**src/rtl/serial_adder_pkg.sv**
```systemverilog
// Shared types and helpers for the digit-serial adder/subtractor.
package serial_adder_pkg;

    typedef enum logic [1:0] {IDLE, RUN, DONE} state_t;

    localparam int unsigned MAX_WIDTH = 64;

    function automatic int unsigned cnt_width(input int unsigned n);
        return (n > 1) ? $clog2(n) : 1;
    endfunction

    // Subtraction runs as a + ~b + ~borrow, so b is complemented at acceptance.
    function automatic logic [MAX_WIDTH-1:0] sub_operand(input logic [MAX_WIDTH-1:0] op,
                                                         input logic            sub);
        return sub ? ~op : op;
    endfunction

endpackage

```
**src/rtl/serial_adder_digit.sv**
```systemverilog
// DIGIT-wide combinational ripple of full-adder cells.
module digit_adder #(
    parameter int unsigned DIGIT = 4
) (
    input  logic [DIGIT-1:0] a,
    input  logic [DIGIT-1:0] b,
    input  logic             cin,
    output logic [DIGIT-1:0] sum,
    output logic             cout
);

    logic [DIGIT:0] c;

    always_comb begin
        c    = '0;
        sum  = '0;
        c[0] = cin;
        for (int unsigned i = 0; i < DIGIT; i++) begin
            sum[i]   = a[i] ^ b[i] ^ c[i];
            c[i+1]   = (a[i] & b[i]) | (c[i] & (a[i] ^ b[i]));
        end
        cout = c[DIGIT];
    end

endmodule

```
**src/rtl/serial_adder.sv**
```systemverilog
// Multi-cycle adder/subtractor: consumes DIGIT bits per clock, carry held between cycles.
module serial_adder
    import serial_adder_pkg::*;
#(
    parameter int unsigned WIDTH = 32,
    parameter int unsigned DIGIT = 4
) (
    input  logic             clk,
    input  logic             rst,
    input  logic             in_valid,
    output logic             in_ready,
    input  logic [WIDTH-1:0] a,
    input  logic [WIDTH-1:0] b,
    input  logic             cin,
    input  logic             sub,
    output logic             out_valid,
    input  logic             out_ready,
    output logic [WIDTH-1:0] sum,
    output logic             cout,
    output logic             ovf,
    output logic             zero
);

    localparam int unsigned N  = WIDTH / DIGIT;
    localparam int unsigned CW = cnt_width(N);

    if ((WIDTH % DIGIT) != 0) begin : g_bad_digit
        $error("serial_adder: WIDTH must be a multiple of DIGIT");
    end
    if (WIDTH > MAX_WIDTH) begin : g_bad_width
        $error("serial_adder: WIDTH exceeds MAX_WIDTH");
    end

    state_t           state_q, state_d;
    logic [WIDTH-1:0] a_q, a_d, b_q, b_d, sum_q, sum_d;
    logic [WIDTH-1:0] b_x, sum_shift;
    logic [CW-1:0]    cnt_q, cnt_d;
    logic             carry_q, carry_d, sub_q, sub_d;
    logic             msb_a_q, msb_a_d, msb_b_q, msb_b_d;
    logic             cout_q, cout_d, ovf_q, ovf_d, zero_q, zero_d;
    logic [DIGIT-1:0] dsum;
    logic             dcout;

    digit_adder #(.DIGIT(DIGIT)) u_digit (
        .a    (a_q[DIGIT-1:0]),
        .b    (b_q[DIGIT-1:0]),
        .cin  (carry_q),
        .sum  (dsum),
        .cout (dcout)
    );

    always_ff @(posedge clk) begin
        if (rst) begin
            state_q <= IDLE;
        end else begin
            state_q <= state_d;
        end
    end

    always_ff @(posedge clk) begin
        if (rst) begin
            a_q     <= '0;
            b_q     <= '0;
            sum_q   <= '0;
            cnt_q   <= '0;
            carry_q <= 1'b0;
            sub_q   <= 1'b0;
            msb_a_q <= 1'b0;
            msb_b_q <= 1'b0;
            cout_q  <= 1'b0;
            ovf_q   <= 1'b0;
            zero_q  <= 1'b0;
        end else begin
            a_q     <= a_d;
            b_q     <= b_d;
            sum_q   <= sum_d;
            cnt_q   <= cnt_d;
            carry_q <= carry_d;
            sub_q   <= sub_d;
            msb_a_q <= msb_a_d;
            msb_b_q <= msb_b_d;
            cout_q  <= cout_d;
            ovf_q   <= ovf_d;
            zero_q  <= zero_d;
        end
    end

    always_comb begin
        state_d   = state_q;
        a_d       = a_q;
        b_d       = b_q;
        sum_d     = sum_q;
        cnt_d     = cnt_q;
        carry_d   = carry_q;
        sub_d     = sub_q;
        msb_a_d   = msb_a_q;
        msb_b_d   = msb_b_q;
        cout_d    = cout_q;
        ovf_d     = ovf_q;
        zero_d    = zero_q;
        in_ready  = 1'b0;
        out_valid = 1'b0;
        b_x       = WIDTH'(sub_operand(MAX_WIDTH'(b), sub));
        // New digit enters at the top; also valid when DIGIT == WIDTH (shift by zero).
        sum_shift = (sum_q >> DIGIT) | (WIDTH'(dsum) << (WIDTH - DIGIT));

        unique case (state_q)
            IDLE: begin
                in_ready = 1'b1;
                if (in_valid) begin
                    a_d     = a;
                    b_d     = b_x;
                    carry_d = cin ^ sub;
                    cnt_d   = '0;
                    sub_d   = sub;
                    msb_a_d = a[WIDTH-1];
                    msb_b_d = b_x[WIDTH-1];
                    state_d = RUN;
                end
            end
            RUN: begin
                sum_d   = sum_shift;
                a_d     = a_q >> DIGIT;
                b_d     = b_q >> DIGIT;
                carry_d = dcout;
                cnt_d   = cnt_q + CW'(1);
                if (cnt_q == CW'(N - 1)) begin
                    state_d = DONE;
                    cout_d  = dcout ^ sub_q;
                    ovf_d   = (msb_a_q == msb_b_q) && (dsum[DIGIT-1] != msb_a_q);
                    zero_d  = (sum_shift == '0);
                end
            end
            DONE: begin
                out_valid = 1'b1;
                if (out_ready) begin
                    state_d = IDLE;
                end
            end
            default: state_d = IDLE;
        endcase
    end

    assign sum  = sum_q;
    assign cout = cout_q;
    assign ovf  = ovf_q;
    assign zero = zero_q;

endmodule
```
**config.mk**
```make
export PLATFORM = sky130hd
export DESIGN_NAME = serial_adder
export DESIGN_NICKNAME = d
export VERILOG_FILES = /design/src/rtl/serial_adder_pkg.sv /design/src/rtl/serial_adder_digit.sv /design/src/rtl/serial_adder.sv
export SDC_FILE = /design/constraint.sdc
export NUM_CORES = 1
export LEC_CHECK = 0
export ABC_CLOCK_PERIOD_IN_PS = 3100
export BUFFER_PORTS_ARGS = -buffer_cell sky130_fd_sc_hd__buf_2
export CORE_MARGIN = 4
export CORE_UTILIZATION = 54
export DETAILED_ROUTE_END_ITERATION = 6
export PLACE_DENSITY_LB_ADDON = 0.12
export SLEW_MARGIN = 20
export SYNTH_ARGS = -nofsm -noshare
export SYNTH_HDL_FRONTEND = slang
export SYNTH_SLANG_ARGS = --single-unit
export TNS_END_PERCENT = 10
```
**constraint.sdc**
```tcl
create_clock -name clk -period 3.1 [get_ports clk]
set_clock_uncertainty 0.2 [all_clocks]
set_input_delay 0.31 -clock clk [delete_from_list [all_inputs] [get_ports clk]]
set_output_delay 0.31 -clock clk [all_outputs]
set_load 0.02 [all_outputs]
```
* Word-level counts from Yosys, hierarchy flattened
Index checks and enable logic that the tools add are counted.
** Cells by class
- Add/sub/neg operators :: 1
- Equal/unequal tests :: 8
- Muxes and demuxes :: 15
- Bitwise gates (word level) :: 24
- Reduce and logical (&&, ||, !) cells :: 8
** Operator list (count)
- $pmux 32 s2 :: 2
- $mux 32 :: 3
- $logic_not 32->1 :: 1
- $not 32->32 :: 1
- $or 28x32->32 :: 1
- $xor 1x1->1 :: 10
- $and 1x1->1 :: 8
- $mux 2 :: 3
- $ne 2x2->1 const B :: 3
- $pmux 2 s3 :: 1
- $pmux 3 s2 :: 1
- $reduce_and 2->1 :: 3
- $or 1x1->1 :: 4
- $add 3x1->3 const B :: 1
- $eq 3x3->1 const B :: 1
- $mux 1 :: 3
- $mux 3 :: 1
- $reduce_and 3->1 :: 1
- $eq 2x1->1 const B :: 1
- $eq 2x2->1 const B :: 1
- $logic_not 2->1 :: 1
- $pmux 1 s2 :: 1
- $reduce_bool 2->1 :: 1
- $eq 1x1->1 :: 1
- other kinds (2) :: 2
** Word-level totals
- Register bits after elaboration :: 108
- Bits of input ports :: 70
- Word-level logic and storage cells :: 68

* Longest topological paths before layout
- Depth after elaboration :: 10
- Gate-level depth with buffers :: 11
- Mapped depth without buffers :: 11

* Hierarchy
From an unflattened synthesis, not the netlist that was laid out.
** Unflattened totals
- Cell total of the unflattened synthesis :: 574
- Area total of the unflattened synthesis :: 4616.9 um^2
** Modules (own cells, without submodules)
- serial_adder :: times used 1, cells each 560, area each 4499.3 um^2
- digit_adder :: times used 1, cells each 14, area each 117.6 um^2

* Worst setup path before layout
Ideal clock, no wire load.
- Path type :: register -> register
- From :: reg a_q[0]
- To :: reg ovf_q, in the netlist ovf
- Library setup time :: 0.132 ns
- Arrival :: 2.182 ns
- Path slack :: 0.586 ns
- Cell stages (with the launch flop) :: 11
- Path buffers :: 0
- Path through :: dfxtp_1 -> inv_1 -> fa_1 -> inv_1 -> fa_1 -> fa_1 -> inv_1 -> fa_1 -> and3_1 -> nor3_1 -> nor3_1
** On the way
- Word-level cells in the longest chain between the ends :: 10
** Ends and longest elaborated chain
- start: declaration :: line serial_adder.sv:35 : logic [WIDTH-1:0] a_q, a_d, b_q, b_d, sum_q, sum_d;
- start signal: assignment :: line serial_adder.sv:62 : a_q <= '0;
- start signal: assignment :: line serial_adder.sv:74 : a_q <= a_d;
- $xor 1x1->1 :: line serial_adder_digit.sv:20 : c[i+1] = (a[i] & b[i]) | (c[i] & (a[i] ^ b[i]));
- $and 1x1->1 :: line serial_adder_digit.sv:20
- $or 1x1->1 * :: line serial_adder_digit.sv:20
- $and 1x1->1 * :: line serial_adder_digit.sv:20
- $or 1x1->1 * :: line serial_adder_digit.sv:20
- $and 1x1->1 * :: line serial_adder_digit.sv:20
- $or 1x1->1 * :: line serial_adder_digit.sv:20
- $xor 1x1->1 * :: line serial_adder_digit.sv:19 : sum[i] = a[i] ^ b[i] ^ c[i];
- $ne 1x1->1 * :: line serial_adder.sv:130 : ovf_d = (msb_a_q == msb_b_q) && (dsum[DIGIT-1] != msb_a_q);
- $logic_and 1x1->1 * :: line serial_adder.sv:130
- end signal: assignment :: line serial_adder.sv:83 : ovf_q <= ovf_d;
- end: declaration :: line serial_adder.sv:40 : logic cout_q, cout_d, ovf_q, ovf_d, zero_q, zero_d;
Mark *: on every way between the ends. The rest lies on a longest branch, timed or not.
A chain may end at the register's enable or synchronous reset.

* Final worst setup path
Same ends and word-level chain as after synthesis.

==> impl_metrics.toml <==
[run_status]
status = "finished clean"

[finish]
fin_area_um2 = 5560
n_antenna_cell = 0
fin_nets = 746
seqCellArea_um2 = 2160
drive_above_1_share = 0.204
final_cell_mix = "nand2_1 (162), dfxtp_1 (108), buf_2 (105), a21oi_1 (75), nor2_1 (38)"
area_growth_pct = 19.6
fin_cells = 780
final_util = 0.670
layout_commonest_cell = "nand2_1"
multi_input_area_um2 = 2250
fillCellCount = 722

[detailed_routing]
drtIter0Drc = 231
via_count = 4222
drc = 0
dr.pass1.iters = 5
viasPerCell = 5.41
postRouteAntennaNets = 0
wl_per_cell_um = 14.0
wl_um = 10900

[clock_network]
htree_levels = 3
cts_buffers = 9
cts_buffer_depth = 2
clock-root-buffer = "clkbuf_8"
clk_latency_ps = 360
postCtsSetupBuffers = 0
clkSlewWorstSetupHoldPaths_ps = 100
cts_tree = "built"
cts.sinks = 108

[hold_path]
holdPathStages = 3
whs_endpoint = "a_q[20]$_SDFFE_PP0P_"
worstHoldStart = "a[20]"
hold_path.class = "in -> reg"

[sta]
relSlewSlack = 0.405
fin_crit_ps = 2660
maxSlewViolCount = 0
worst_slack_ps = 436
holdWs_ps = 15.7
period_share = 0.859
hold_viol = 0
setup_viol = 0
fin_tns_setup_ps = 0
fmax_ghz = 0.375
worst_pin_slew_ps = 892
rsz0062_at_grt = "no"

[power]
irDropWorstVdd_mv = 0.364
pwr-share-seq = 0.551
power_frac_clock = 0.288
leakage_nw = 2.29
switching_share = 0.294
power_mw = 2.77
internal-power_mw = 1.96
combinationalPowerShare = 0.161
powerDensity_nw_per_um2 = 498
switching_power_mw = 0.814

[critical_path]
required_ps = 3130
cp_common_cell = "fa_1"
cp-end-kind = "register"
slowest_delay_ps = 470
r2r_slack_ps = 440
worstReg2RegEnd = "ovf$_SDFFE_PP0P_"
arrival_ps = 2700
worst-setup-path-type = "reg -> reg"
crit_fanout = 4
crit_chain = "inv_1 -> fa_1 -> inv_1 -> fa_1 -> fa_1 -> inv_1 -> fa_1 -> and3_1 -> nor3_1 -> nor3_1"
critical-path-slowest-cell = "fa_1"
r2r_start = "a_q[0]$_SDFFE_PP0P_"
start_kind = "register"
rr_worst_depth = 10

[grt]
grt_pass1_vias = 3883
grtUsageTotal = 0.223
antenna_found_initial = 0
grt_pass1_wl_um = 18500
grt_max_degree = 71
grt-ovfl-total = 0

[floorplan]
ioPinCount = 107
die_w_um = 101
die_height_um = 101
die_area_um2 = 10200
core_um2 = 8300
initial_core_util = 0.560
num_rows = 33

[job]
drv_cap = 0

[synthesis]
yosys_warnings = 0
synth.net_count = 648
yosys_register_bits = 108
syn-cell-area_um2 = 4650
synth_area_per_cell_um2 = 8.13
seq_area_frac_synth = 0.465
synth_cells = 572
synth.distinct_cells = 32

[placement]
dpl-instance-area_um2 = 5160
post-dp-hpwl_um = 7060
pre_cts_ws_ps = 446
gp_congestion = 0.819
dp_cells = 742
port_buffers = 106
==> cells in the mapped netlist <==
library cell / instances / area [um^2]
nor4_2: 1 / 12.5
a22oi_1: 28 / 210
nor2b_1: 2 / 12.5
a311oi_1: 28 / 245
or4_1: 1 / 7.51
a211oi_1: 2 / 15.0
buf_2: 20 / 100
nand3b_1: 1 / 7.51
or4_4: 1 / 11.3
nand4_1: 1 / 6.26
nand2_1: 162 / 608
buf_6: 1 / 11.3
clkbuf_1: 26 / 97.6
xnor2_1: 1 / 8.76
a221oi_1: 1 / 8.76
xor2_1: 33 / 289
and3_1: 1 / 6.26
nor3b_2: 1 / 12.5
inv_1: 7 / 26.3
o31ai_2: 1 / 12.5
nor2_1: 39 / 146
buf_8: 1 / 15.0
dfxtp_1: 108 / 2160
nor4_1: 4 / 25.0
a21oi_1: 75 / 375
nand2_2: 1 / 6.26
clkbuf_8: 1 / 13.8
ha_1: 2 / 25.0
nand2b_1: 2 / 12.5
nand3_1: 11 / 55.1
nor3_1: 5 / 25.0
fa_1: 4 / 80.1
==> power by group through the flow <==
| stage | clock (mW) | sequential, mW | combinational (mW) |
|---|---|---|---|
| floorplan | 0 | 1.55 | 0.306 |
| global placement | 0 | 1.55 | 0.416 |
| detailed placement | 0 | 1.56 | 0.423 |
| CTS | 0.818 | 1.53 | 0.445 |
| global route | 0.879 | 1.54 | 0.503 |
| finish | 0.799 | 1.53 | 0.445 |
==> what timing repair did <==
item | CTS | global route
hold buffers | 22 | 0
hold endpoints to repair | 23 | 0
resized for setup | 0 | 0
==> flip-flops by register name, summed over array words and instances, names as in the netlist, 2 cells and up <==
register / flops
a_q: 32
cnt_q: 3
b_q: 32
state_q: 2
sum: 32
==> cell type report <==
| type | instances | share of cell area |
|---|---|---|
| flip-flops and latches | 108 | 0.389 |
| well taps | 105 | 0.0236 |
| clock buffers | 9 | 0.0223 |
| multi-input cells | 408 | 0.404 |
| repair buffers | 136 | 0.146 |
| clock inverters | 7 | 0.0101 |
| inverters | 7 | 0.00472 |
==> worst max-delay path by stage <==
stage	cells after the start	start	endpoint	slack [ps]
2_1_floorplan	10	a_q[0]$_SDFFE_PP0P_	ovf$_SDFFE_PP0P_	590
3_3_place_gp	10	a_q[0]$_SDFFE_PP0P_	ovf$_SDFFE_PP0P_	510
3_5_place_dp	10	a_q[0]$_SDFFE_PP0P_	ovf$_SDFFE_PP0P_	450
4_1_cts	10	a_q[0]$_SDFFE_PP0P_	ovf$_SDFFE_PP0P_	420
5_1_grt	11	a_q[0]$_SDFFE_PP0P_	zero$_SDFFE_PP0P_	250
6_report	10	a_q[0]$_SDFFE_PP0P_	ovf$_SDFFE_PP0P_	440
==> cell families after synthesis <==
family	share of synthesized area
AND/OR/NAND/NOR	0.205
adder cells (fa/ha/maj)	0.0226
AO/OA/AOI/OAI	0.186
flip-flops	0.465
buffers and inverters	0.0568
XOR/XNOR	0.0640
==> critical path, delay by kind of cell, from the launching register on <==
kind	cells	cell delay (ps)
adders and majority gates	4	1370
buffers and inverters	3	190
DFF	1	330
and+or+nand+nor	3	440
==> routing by layer <==
| metal | vias to the layer above | track usage | share of wire |
|---|---|---|---|
| li1 | 2132 | - | - |
| met1 | 1961 | 0.314 | 0.46 |
| met2 | 117 | 0.352 | 0.47 |
| met3 | 12 | 0.0436 | 0.059 |
| met4 | 0 | 0.0518 | 0.0091 |
| met5 | - | 0 | 0 |
No activity file was read; power rests on OpenSTA's default activity.
